===== config.mk =====
export PLATFORM = sky130hd
export DESIGN_NAME = rng_bit_packer
export DESIGN_NICKNAME = d
export VERILOG_FILES = /design/src/rtl/rng_bit_packer.sv
export SDC_FILE = /design/constraint.sdc
export NUM_CORES = 1
export LEC_CHECK = 0
export ABC_CLOCK_PERIOD_IN_PS = 2400
export CORE_ASPECT_RATIO = 0.7
export CORE_MARGIN = 1
export CORE_UTILIZATION = 30
export CTS_CLUSTER_SIZE = 24
export DETAILED_ROUTE_END_ITERATION = 10
export GPL_TIMING_DRIVEN = 1
export SYNTH_ARGS = -nofsm -noshare
export SYNTH_HDL_FRONTEND = slang
export SYNTH_SLANG_ARGS = --single-unit

===== constraint.sdc =====
create_clock -name ACLK -period 2.4 [get_ports ACLK]
set_input_delay 0.6 -clock ACLK [delete_from_list [all_inputs] [get_ports ACLK]]
set_output_delay 0.6 -clock ACLK [all_outputs]
set_load 0.01 [all_outputs]

===== src/rtl/rng_bit_packer.sv =====
// rtl/rng_bit_packer.sv - entropy bit packer with von Neumann corrector and repetition health test
module rng_bit_packer #(
  parameter int WIDTH     = 32,
  parameter int REP_LIMIT = 32,
  parameter int CNT_W     = 16
) (
  input  logic             ACLK,
  input  logic             ARESETN,
  input  logic             ENABLE,
  input  logic             DEBIAS,
  input  logic             RAW_BIT,
  input  logic             RAW_VALID,
  output logic [WIDTH-1:0] WORD_DATA,
  output logic             WORD_VALID,
  input  logic             WORD_READY,
  input  logic             STAT_CLEAR,
  output logic             OVERRUN,
  output logic             REP_FAIL,
  output logic [CNT_W-1:0] DROP_COUNT
);

  localparam int BCNT_W = $clog2(WIDTH);
  localparam int RUN_W  = $clog2(REP_LIMIT + 1);
  localparam logic [BCNT_W-1:0] BCNT_LAST = BCNT_W'(WIDTH - 1);
  localparam logic [RUN_W-1:0]  RUN_MAX   = RUN_W'(REP_LIMIT);

  typedef enum logic {ST_IDLE, ST_HELD} state_t;

  state_t             state_q, state_d;
  logic               hold_q, hold_d;
  logic [WIDTH-1:0]   sreg_q, sreg_d;
  logic [BCNT_W-1:0]  bcnt_q, bcnt_d;
  logic [WIDTH-1:0]   data_q, data_d;
  logic               valid_q, valid_d;
  logic               ovr_q, ovr_d;
  logic               rep_q, rep_d;
  logic [CNT_W-1:0]   drop_q, drop_d;
  logic [RUN_W-1:0]   run_q, run_d;
  logic               prev_q, prev_d;
  logic               seen_q, seen_d;

  logic               accept;
  logic               emit;
  logic               emit_bit;
  logic               word_done;
  logic               load;
  logic               drop;
  logic               rep_set;
  logic [WIDTH-1:0]   word_next;

  assign accept = RAW_VALID && ENABLE;

  // Corrector: pass-through when DEBIAS=0, otherwise von Neumann pairing.
  always_comb begin
    state_d  = state_q;
    hold_d   = hold_q;
    emit     = 1'b0;
    emit_bit = RAW_BIT;
    if (!DEBIAS) begin
      state_d = ST_IDLE;
      emit    = accept;
    end else if (!ENABLE) begin
      state_d = ST_IDLE;
    end else if (accept) begin
      case (state_q)
        ST_IDLE: begin
          hold_d  = RAW_BIT;
          state_d = ST_HELD;
        end
        ST_HELD: begin
          state_d = ST_IDLE;
          if (RAW_BIT != hold_q) begin
            emit     = 1'b1;
            emit_bit = hold_q;
          end
        end
        default: state_d = ST_IDLE;
      endcase
    end
  end

  assign word_next = {sreg_q[WIDTH-2:0], emit_bit};
  assign word_done = emit && (bcnt_q == BCNT_LAST);
  assign load      = word_done && (!valid_q || WORD_READY);
  assign drop      = word_done && valid_q && !WORD_READY;

  always_comb begin
    sreg_d = sreg_q;
    bcnt_d = bcnt_q;
    if (!ENABLE) begin
      bcnt_d = '0;
    end else if (emit) begin
      sreg_d = word_next;
      bcnt_d = (bcnt_q == BCNT_LAST) ? '0 : bcnt_q + 1'b1;
    end
  end

  always_comb begin
    data_d  = data_q;
    valid_d = valid_q;
    if (valid_q && WORD_READY) valid_d = 1'b0;
    if (load) begin
      data_d  = word_next;
      valid_d = 1'b1;
    end
  end

  // Repetition count looks at raw accepted bits, independent of the corrector.
  always_comb begin
    run_d   = run_q;
    prev_d  = prev_q;
    seen_d  = seen_q;
    rep_set = 1'b0;
    if (accept) begin
      prev_d = RAW_BIT;
      seen_d = 1'b1;
      if (!seen_q || (RAW_BIT != prev_q)) begin
        run_d = RUN_W'(1);
      end else if (run_q != RUN_MAX) begin
        run_d = run_q + 1'b1;
      end
      rep_set = (run_d == RUN_MAX);
    end
  end

  // Statistics: a set or increment in the same cycle as STAT_CLEAR wins.
  always_comb begin
    ovr_d  = STAT_CLEAR ? 1'b0 : ovr_q;
    rep_d  = STAT_CLEAR ? 1'b0 : rep_q;
    drop_d = STAT_CLEAR ? '0 : drop_q;
    if (drop) begin
      ovr_d = 1'b1;
      if (STAT_CLEAR) begin
        drop_d = CNT_W'(1);
      end else if (drop_q != {CNT_W{1'b1}}) begin
        drop_d = drop_q + 1'b1;
      end
    end
    if (rep_set) rep_d = 1'b1;
  end

  always_ff @(posedge ACLK) begin
    if (!ARESETN) begin
      state_q <= ST_IDLE;
      hold_q  <= 1'b0;
      sreg_q  <= '0;
      bcnt_q  <= '0;
      data_q  <= '0;
      valid_q <= 1'b0;
      ovr_q   <= 1'b0;
      rep_q   <= 1'b0;
      drop_q  <= '0;
      run_q   <= '0;
      prev_q  <= 1'b0;
      seen_q  <= 1'b0;
    end else begin
      state_q <= state_d;
      hold_q  <= hold_d;
      sreg_q  <= sreg_d;
      bcnt_q  <= bcnt_d;
      data_q  <= data_d;
      valid_q <= valid_d;
      ovr_q   <= ovr_d;
      rep_q   <= rep_d;
      drop_q  <= drop_d;
      run_q   <= run_d;
      prev_q  <= prev_d;
      seen_q  <= seen_d;
    end
  end

  assign WORD_DATA  = data_q;
  assign WORD_VALID = valid_q;
  assign OVERRUN    = ovr_q;
  assign REP_FAIL   = rep_q;
  assign DROP_COUNT = drop_q;

endmodule


Yosys cells after proc, flatten, opt, wreduce, memory -nomap -nowiden
Index checks and enable logic that the tools add are counted.

storage, ports and cells
  bits in registers = 97
  bits of input ports = 8
  output and inout bits = 51
  word-level logic and storage cells = 65

cells by class
  add/sub/neg operators = 3
  equal/unequal tests = 6
  mux-type cells = 25
  bitwise logic cells = 1
  reductions and logical operators = 18

operators with widths
  operator                                                         count
  16-bit two-way mux                                               4
  6-bit two-way mux                                                3
  16-bit by 1-bit adder with 16-bit output, second input constant  1
  1-bit two-way mux                                                16
  16-bit inequality test, second input constant                    1
  6-bit by 1-bit adder with 6-bit output, second input constant    1
  6-bit == test, second input constant                             1
  1-bit logical AND                                                6
  6-bit inequality test, second input constant                     1
  2-bit nonzero test                                               3
  5-bit by 1-bit adder with 5-bit output, second input constant    1
  5-bit == test, second input constant                             1
  5-bit two-way mux                                                1
  2-bit AND reduction                                              2
  4-bit AND reduction                                              1
  1-bit logical NOT                                                3
  3-bit AND reduction                                              1
  1-bit logical OR                                                 2
  1-bit inequality test                                            2
  1-bit one-hot mux with 2 select lines                            1
  1-bit inverter                                                   1

Longest topological paths before layout
Gate-level depths: netlist (run 1).

  word-level depth = 10
  depth in mapped cells = 10
  gate-level depth less buffers = 7

Worst setup path before layout (run 1)
OpenSTA, ideal clock, no wires.

  path kind = register to register
  from = reg bcnt_q[0]
  to = reg drop_q[8] (netlist: DROP_COUNT[8])
  library setup time = 71 ps
  arrival = 2195 ps
  required time = 2329 ps
  setup slack = 134 ps
  stages on the path, launching flop included = 11
  buffers on the path = 3
  clock period less this slack = 2266 ps
  path through = dfxtp_1 ha_1 and3_1 ha_1 clkbuf_1 nand2_1 or3_1 buf_2 buf_6 or3_1 a21oi_1

on the way
  word-level cells in the longest chain between the ends = 5

RTL lines
  item                             RTL line  RTL
  start, declared                  32        logic [BCNT_W-1:0] bcnt_q, bcnt_d;
  start signal, assigned           160       bcnt_q <= bcnt_d;
  5-bit == test                    83        assign word_done = emit && (bcnt_q == BCNT_LAST);
  1-bit logical AND                83
  1-bit logical AND (2 in series)  85        assign drop = word_done && valid_q && !WORD_READY;
  16-bit two-way mux               131       if (drop) begin
  end signal, assigned             165       drop_q <= drop_d;
  end, declared                    37        logic [CNT_W-1:0] drop_q, drop_d;

Every way passes these cells.
A chain may end at the register's enable or synchronous reset.

Worst setup path after layout (run 1)
  from = in RAW_BIT
  to = reg drop_q[7] (netlist: DROP_COUNT[7])

on the way
  word-level cells in the longest chain between the ends = 10

RTL lines
  item                             RTL line  RTL
  start, declared                  11        input logic RAW_BIT,
  1-bit inequality test            72        if (RAW_BIT != hold_q) begin
  1-bit two-way mux                72
  1-bit two-way mux                65        case (state_q)
  1-bit two-way mux                64        end else if (accept) begin
  1-bit two-way mux                62        end else if (!ENABLE) begin
  1-bit two-way mux                59        if (!DEBIAS) begin
  1-bit logical AND                83
  1-bit logical AND (2 in series)  85
  16-bit two-way mux               131

Every way passes these cells.

==> flow_summary.toml, run 1 <==
[run_status]
status = "finished clean"

[placement]
post_dp_cell_area_um2 = 4890
numPortBuffers = 58
routabilityCongestion = 0.857
dp_cells = 715
hpwlAfterDp_um = 6470

[final_layout]
layout.nets = 577
syn2layout_area_growth_pct = 31.0
final_area_um2 = 5200
drive_gt1_share_pct = 8.96
stdcell_count = 731
n_antenna_cell = 0

[synth]
synth_warnings = 0
ys_types = 42
synth_area_leaders = "dfxtp_1, nand2_1, a21oi_1"
synth_nets = 512
ys_ff_latch = 97
avgSynthCellArea_um2 = 7.95
ys_seq_area_share_pct = 48.9
syn-cell-area_um2 = 3970
synth_top_cells_by_count = "nand2_1, dfxtp_1, a21oi_1"
synth_ff_type = "dfxtp_1"
synth_edf_count = 0
synthArstFlopShare_pct = 0
synth_most_common_cell = "nand2_1"
netlist_instances = 499
yosysTopAreaCell = "dfxtp_1"
yosysTopAreaCellShare_pct = 48.9

[setup_path]
crit_start = "RAW_BIT"
rr_startpoint = "bcnt_q[0]"
critPathCapture = "DROP_COUNT[7]"
crit_arrival_ns = 2.51
path_max_fanout = 14
crit_type = "in2reg"
rrSetupSlack_ns = 0.28
r2r.worst_path.cells = 7
crit_path_end_kind = "flop"
worstSetupStartpointType = "input pin"
r2r-end = "DROP_COUNT[7]"
critPathRequiredTime_ns = 2.66

[cts]
clock_path_buffers = 2
cts_htree_levels = 3
hold_buffers = 0
numCtsBuffers = 9
cts_tree = "done"
post_cts_buffers = 0
cts_sinks = 97
insertion_delay_ns = 0.34
path_clk_slew_ns = 0.07
cts-root-buf = "clkbuf_16"

[sta]
slew_violations = 0
skew_ns = 0.00414
setup-violations-final = 0
relSlewSlack_pct = 58.5
period_share_pct = 93.6
max_freq_mhz = 445
whs_ns = 0.458
finalSetupTns_ns = 0
rsz0062_at_grt = "no"
post-route-min-period_ns = 2.25
worstMarginPinSlew_ns = 0.623
final-hold-violation-count = 0

[die]
ios = 59
core_um2 = 12700
fp-row-count = 34
die-height_um = 98.2
start_util_pct = 31.3
die_area_um2 = 13700
die_w_um = 139

[drt]
dr.max_layer_used = "met4"
wl_met1_um = 4790
dr.pass1.iters = 4
ant_nets = 0
drtIter0Drc = 236
wl_met2_um = 4210
dr_wl_met3_um = 459
via_per_inst = 5.04
wl_per_cell_um = 13.1
routed_wl_um = 9560
vias = 3683
drc = 0

[pwr]
finalPower_uw = 3170
leakage_uw = 0.00174
power_density_nw_per_um2 = 610
peakVddDrop_v = 0.000382

[grt]
grt_usage_pct = 14.4
grt_max_degree = 64
gr-total-overflow = 0
grt_pass1_wl_um = 16000
grt_pass1_vias = 3341
antenna_found_initial = 0

[min_path]
hp-class = "reg2reg"

[job]
drv_cap = 0
## worst min-delay path by stage
| stage | start | end | slack [ns] | depth (start not counted) |
|---|---|---|---|---|
| 2_1_floorplan | sreg_q[30] | sreg_q[30] | 0.44 | 2 |
| 3_3_place_gp | bcnt_q[4] | bcnt_q[4] | 0.45 | 2 |
| 3_5_place_dp | WORD_DATA[21] | WORD_DATA[21] | 0.45 | 2 |
| 4_1_cts | sreg_q[30] | sreg_q[30] | 0.46 | 2 |
| 5_1_grt | WORD_DATA[21] | WORD_DATA[21] | 0.48 | 2 |
| 6_report | WORD_DATA[11] | WORD_DATA[11] | 0.46 | 2 |
## where the power goes
part	total (uW)	switching, uW	leakage [uW]	internal [uW]
Combinational	126	83.1	0.000819	42.7
Sequential	1620	5.63	0.000782	1610
Clock	1430	614	0.000139	812
Total	3170	703	0.00174	2470
## state kept, by name, indices dropped and copies added (netlist names)
| register | count |
|---|---|
| sreg_q | 31 |
| WORD_VALID | 1 |
| DROP_COUNT | 16 |
| seen_q | 1 |
| OVERRUN | 1 |
| hold_q | 1 |
| bcnt_q | 5 |
| WORD_DATA | 32 |
| run_q | 6 |
| state_q | 1 |
| REP_FAIL | 1 |
| prev_q | 1 |
## metrics by stage
step / setup slack (ns) / util, %
floorplan: 0.134 / -
global placement: -0.255 / 38.6
detailed placement: -0.375 / 38.6
CTS: 0.0459 / 41.0
global route: 0.0797 / 41.0
finish: 0.152 / 41.0
## layout make-up
cell class                      count  area [um2]
Multi-Input combinational cell    366        1910
Sequential cell                    97        1940
Timing Repair Buffer               86         836
Clock buffer                       10         229
Clock inverter                      6        67.6
Inverter                            4        15.0
Tap cell                          162         203
Fill cell                        1288        7480
## cell usage in the layout, fill, tap and decap left out, types with 2 or more instances in the layout
cell,instances
a21oi_1,49
xnor2_1,6
nor2b_1,2
nand3b_1,2
o31ai_1,2
clkdlybuf4s50_1,57
and2_1,3
buf_4,24
a31o_2,2
clkinvlp_4,2
and4_1,2
a211oi_1,3
dfxtp_1,97
ha_1,5
or4_1,5
inv_1,3
nor2_1,26
nor3_1,6
and3_1,6
or3_1,5
o21ai_0,39
nand4_1,8
a31oi_1,3
nand3_1,44
nor4_1,6
clkbuf_16,9
a21o_1,3
nand2_1,118
buf_12,4
mux2i_1,2
o211ai_1,4
## cells by family after synthesis
family	after synthesis	share of synthesized area (%)
AOI/OAI and AO/OA	112	15.8
xor gates and xnor gates	8	1.77
adders and majority gates	5	1.58
buffers and inverters	36	3.78
DFF	97	48.9
muxes	2	0.504
and+or+nand+nor	239	27.7
## worst max-delay path: stages
cell,delay [ns]
clkdlybuf4s50_1,0.52
xor2_2,0.23
a21oi_4,0.09
or3_4,0.46
or4_1,0.43
a21oi_1,0.17
## per-layer routing
| layer | GRT usage [%] | vias up |
|---|---|---|
| li1 | - | 1865 |
| met1 | 18.9 | 1732 |
| met2 | 23.1 | 77 |
| met3 | 3.43 | 9 |
| met4 | 5.13 | 0 |
| met5 | 0 | - |
## timing repair
item | CTS | global route
gates cloned | 0 | 0
endpoints found under the setup margin | 1 | 1
gates resized for setup | 1 | 1
(Power assumes the default switching activity.)
==> inputs of run 2 (changes only) <==
REMOVE_ABC_BUFFERS = 1   (was unset)
==> run 2 against run 1 <==
Largest cell class unchanged. Utilization up 0.059 points. Register-to-register slack worse by 0.05 ns. Highest routed layer unchanged. Clock power grew 4%. Total power up 2.0%.
==> flow_summary.toml, run 2 (same netlist as run 1, synthesis figures left out) <==
[pwr]
intPower_uw = 2480
leakage_uw = 0.00175
switching_power_uw = 753
power_frac_seq_pct = 50.1
peakVddDrop_v = 0.000355
power_density_nw_per_um2 = 622
power_frac_clock_pct = 46.1
swShare_pct = 23.3
p_comb_share_pct = 3.9

[final_layout]
final_area_um2 = 5210
multi_input_area_um2 = 1890
layout_commonest_cell = "nand2_1"
syn2layout_area_growth_pct = 31.2
fin_util_pct = 41.1
seq_area_um2 = 1940
largest_register_ffs = 32
layout.nets = 577
fillers = 1256
final_cell_mix = "nand2_1, dfxtp_1, clkdlybuf4s50_1"
n_antenna_cell = 0
drive_gt1_share_pct = 8.61

[sta]
period_share_pct = 96.3
final-hold-violation-count = 0
slew_violations = 0
rsz0062_at_grt = "no"
skew_ns = 0.00561
post-route-min-period_ns = 2.31
setup-violations-final = 0
max_freq_mhz = 433
worstMarginPinSlew_ns = 0.464
relSlewSlack_pct = 69.1

[cts]
clock_path_buffers = 2
ctsResizeCount = 0
numCtsBuffers = 9
cts_sinks = 97
cts_htree_levels = 3
cts-root-buf = "clkbuf_16"
path_clk_slew_ns = 0.07
insertion_delay_ns = 0.35
hold_buffers = 0
cts_tree = "done"
post_cts_buffers = 0

[drt]
dr.pass1.iters = 4
via_per_inst = 5.01
routed_wl_um = 9430
drc = 0
drtIter0Drc = 243
wl_per_cell_um = 12.9
vias = 3664
ant_nets = 0

[die]
fp-row-count = 34
start_util_pct = 31.3
die_w_um = 139
core_um2 = 12700
die-height_um = 98.2
die_area_um2 = 13700
ios = 59

[setup_path]
cp_cell_sequence = "clkdlybuf4s50_1 -> xor2_1 -> a21oi_4 -> or3_1 -> or4_1 -> nand2_1"
r2r.worst_path.cells = 7
rrSetupSlack_ns = 0.23
path_max_fanout = 10
rr_startpoint = "bcnt_q[0]"
crit_path_end_kind = "flop"
critPathRequiredTime_ns = 2.70
worstPathBufferInverterCount = 1
crit_type = "in2reg"
critPathCapture = "DROP_COUNT[4]"
cp.depth = 6
crit_start = "RAW_BIT"
crit_path_top_delay_cell = "or4_1"
worstSetupStartpointType = "input pin"
critPathTopFamily = "simple AND/OR/NAND/NOR gates"
r2r-end = "DROP_COUNT[4]"
crit_path_max_incr_delay_ns = 0.52
crit_arrival_ns = 2.61

[run_status]
status = "finished clean"

[min_path]
hp-class = "reg2reg"

[grt]
antenna_found_initial = 0
grt_pass1_vias = 3343
grt_pass1_wl_um = 15600
gr-total-overflow = 0
grt_max_degree = 44
grt_usage_pct = 14.2

[placement]
numPortBuffers = 58
routabilityCongestion = 0.811
post_dp_cell_area_um2 = 4900
hpwlAfterDp_um = 6490

[job]
drv_cap = 0
==> run 2: worst reg2reg max path, cell delays in order, from the launching register on <==
cell     delay, ns
dfxtp_1       0.40
ha_1          0.21
and3_1        0.17
ha_1          0.16
nand2_1       0.09
or3_1         0.49
or4_1         0.52
nand2_1       0.08
==> run 2: worst min-delay path by stage <==
stage	cells after the start	startpoint	endpoint
2_1_floorplan	2	sreg_q[30]	sreg_q[30]
3_3_place_gp	2	WORD_DATA[18]	WORD_DATA[18]
3_5_place_dp	2	WORD_DATA[31]	WORD_DATA[31]
4_1_cts	2	WORD_DATA[31]	WORD_DATA[31]
5_1_grt	2	WORD_DATA[8]	WORD_DATA[8]
6_report	2	WORD_DATA[31]	WORD_DATA[31]
==> run 2: final cells by class <==
type	count	share of cell area (%)
timing repair buffer	86	16.3
sequential	97	37.3
clock buffer	10	4.40
tap	162	3.89
inverter	4	0.288
clock inverter	6	1.44
multi-input combinational	366	36.4
==> run 2: power groups by stage <==
stage               Clock (uW)  Sequential [uW]  Combinational [uW]
floorplan                    0             1660                51.9
global placement             0             1660                 125
detailed placement           0             1660                 126
CTS                       1520             1620                 127
global route              1580             1620                 139
finish                    1490             1620                 126
==> run 2: layer usage <==
metal  up-vias  share of wire (%)  GRT usage [%]
met5         -                  0              0
met4         0                1.3           4.79
met3        12                5.3           4.71
met2        86                 42           21.6
met1      1703                 51           18.7
li1       1863                  -              -
==> run 2: per-stage QoR <==
stage	cells	hold WS (ns)	TNS (ns)	total power (uW)	setup slack, ns
3_3_place_gp	715	0.448	-2.70	1780	-0.195
3_5_place_dp	715	0.449	-5.18	1780	-0.278
6_report	731	0.458	0	3240	0.0886
2_1_floorplan	467	0.437	-78.95	1710	-1.54
4_1_cts	731	0.461	0	3270	0.0872
5_1_grt	731	0.485	0	3340	0.00979
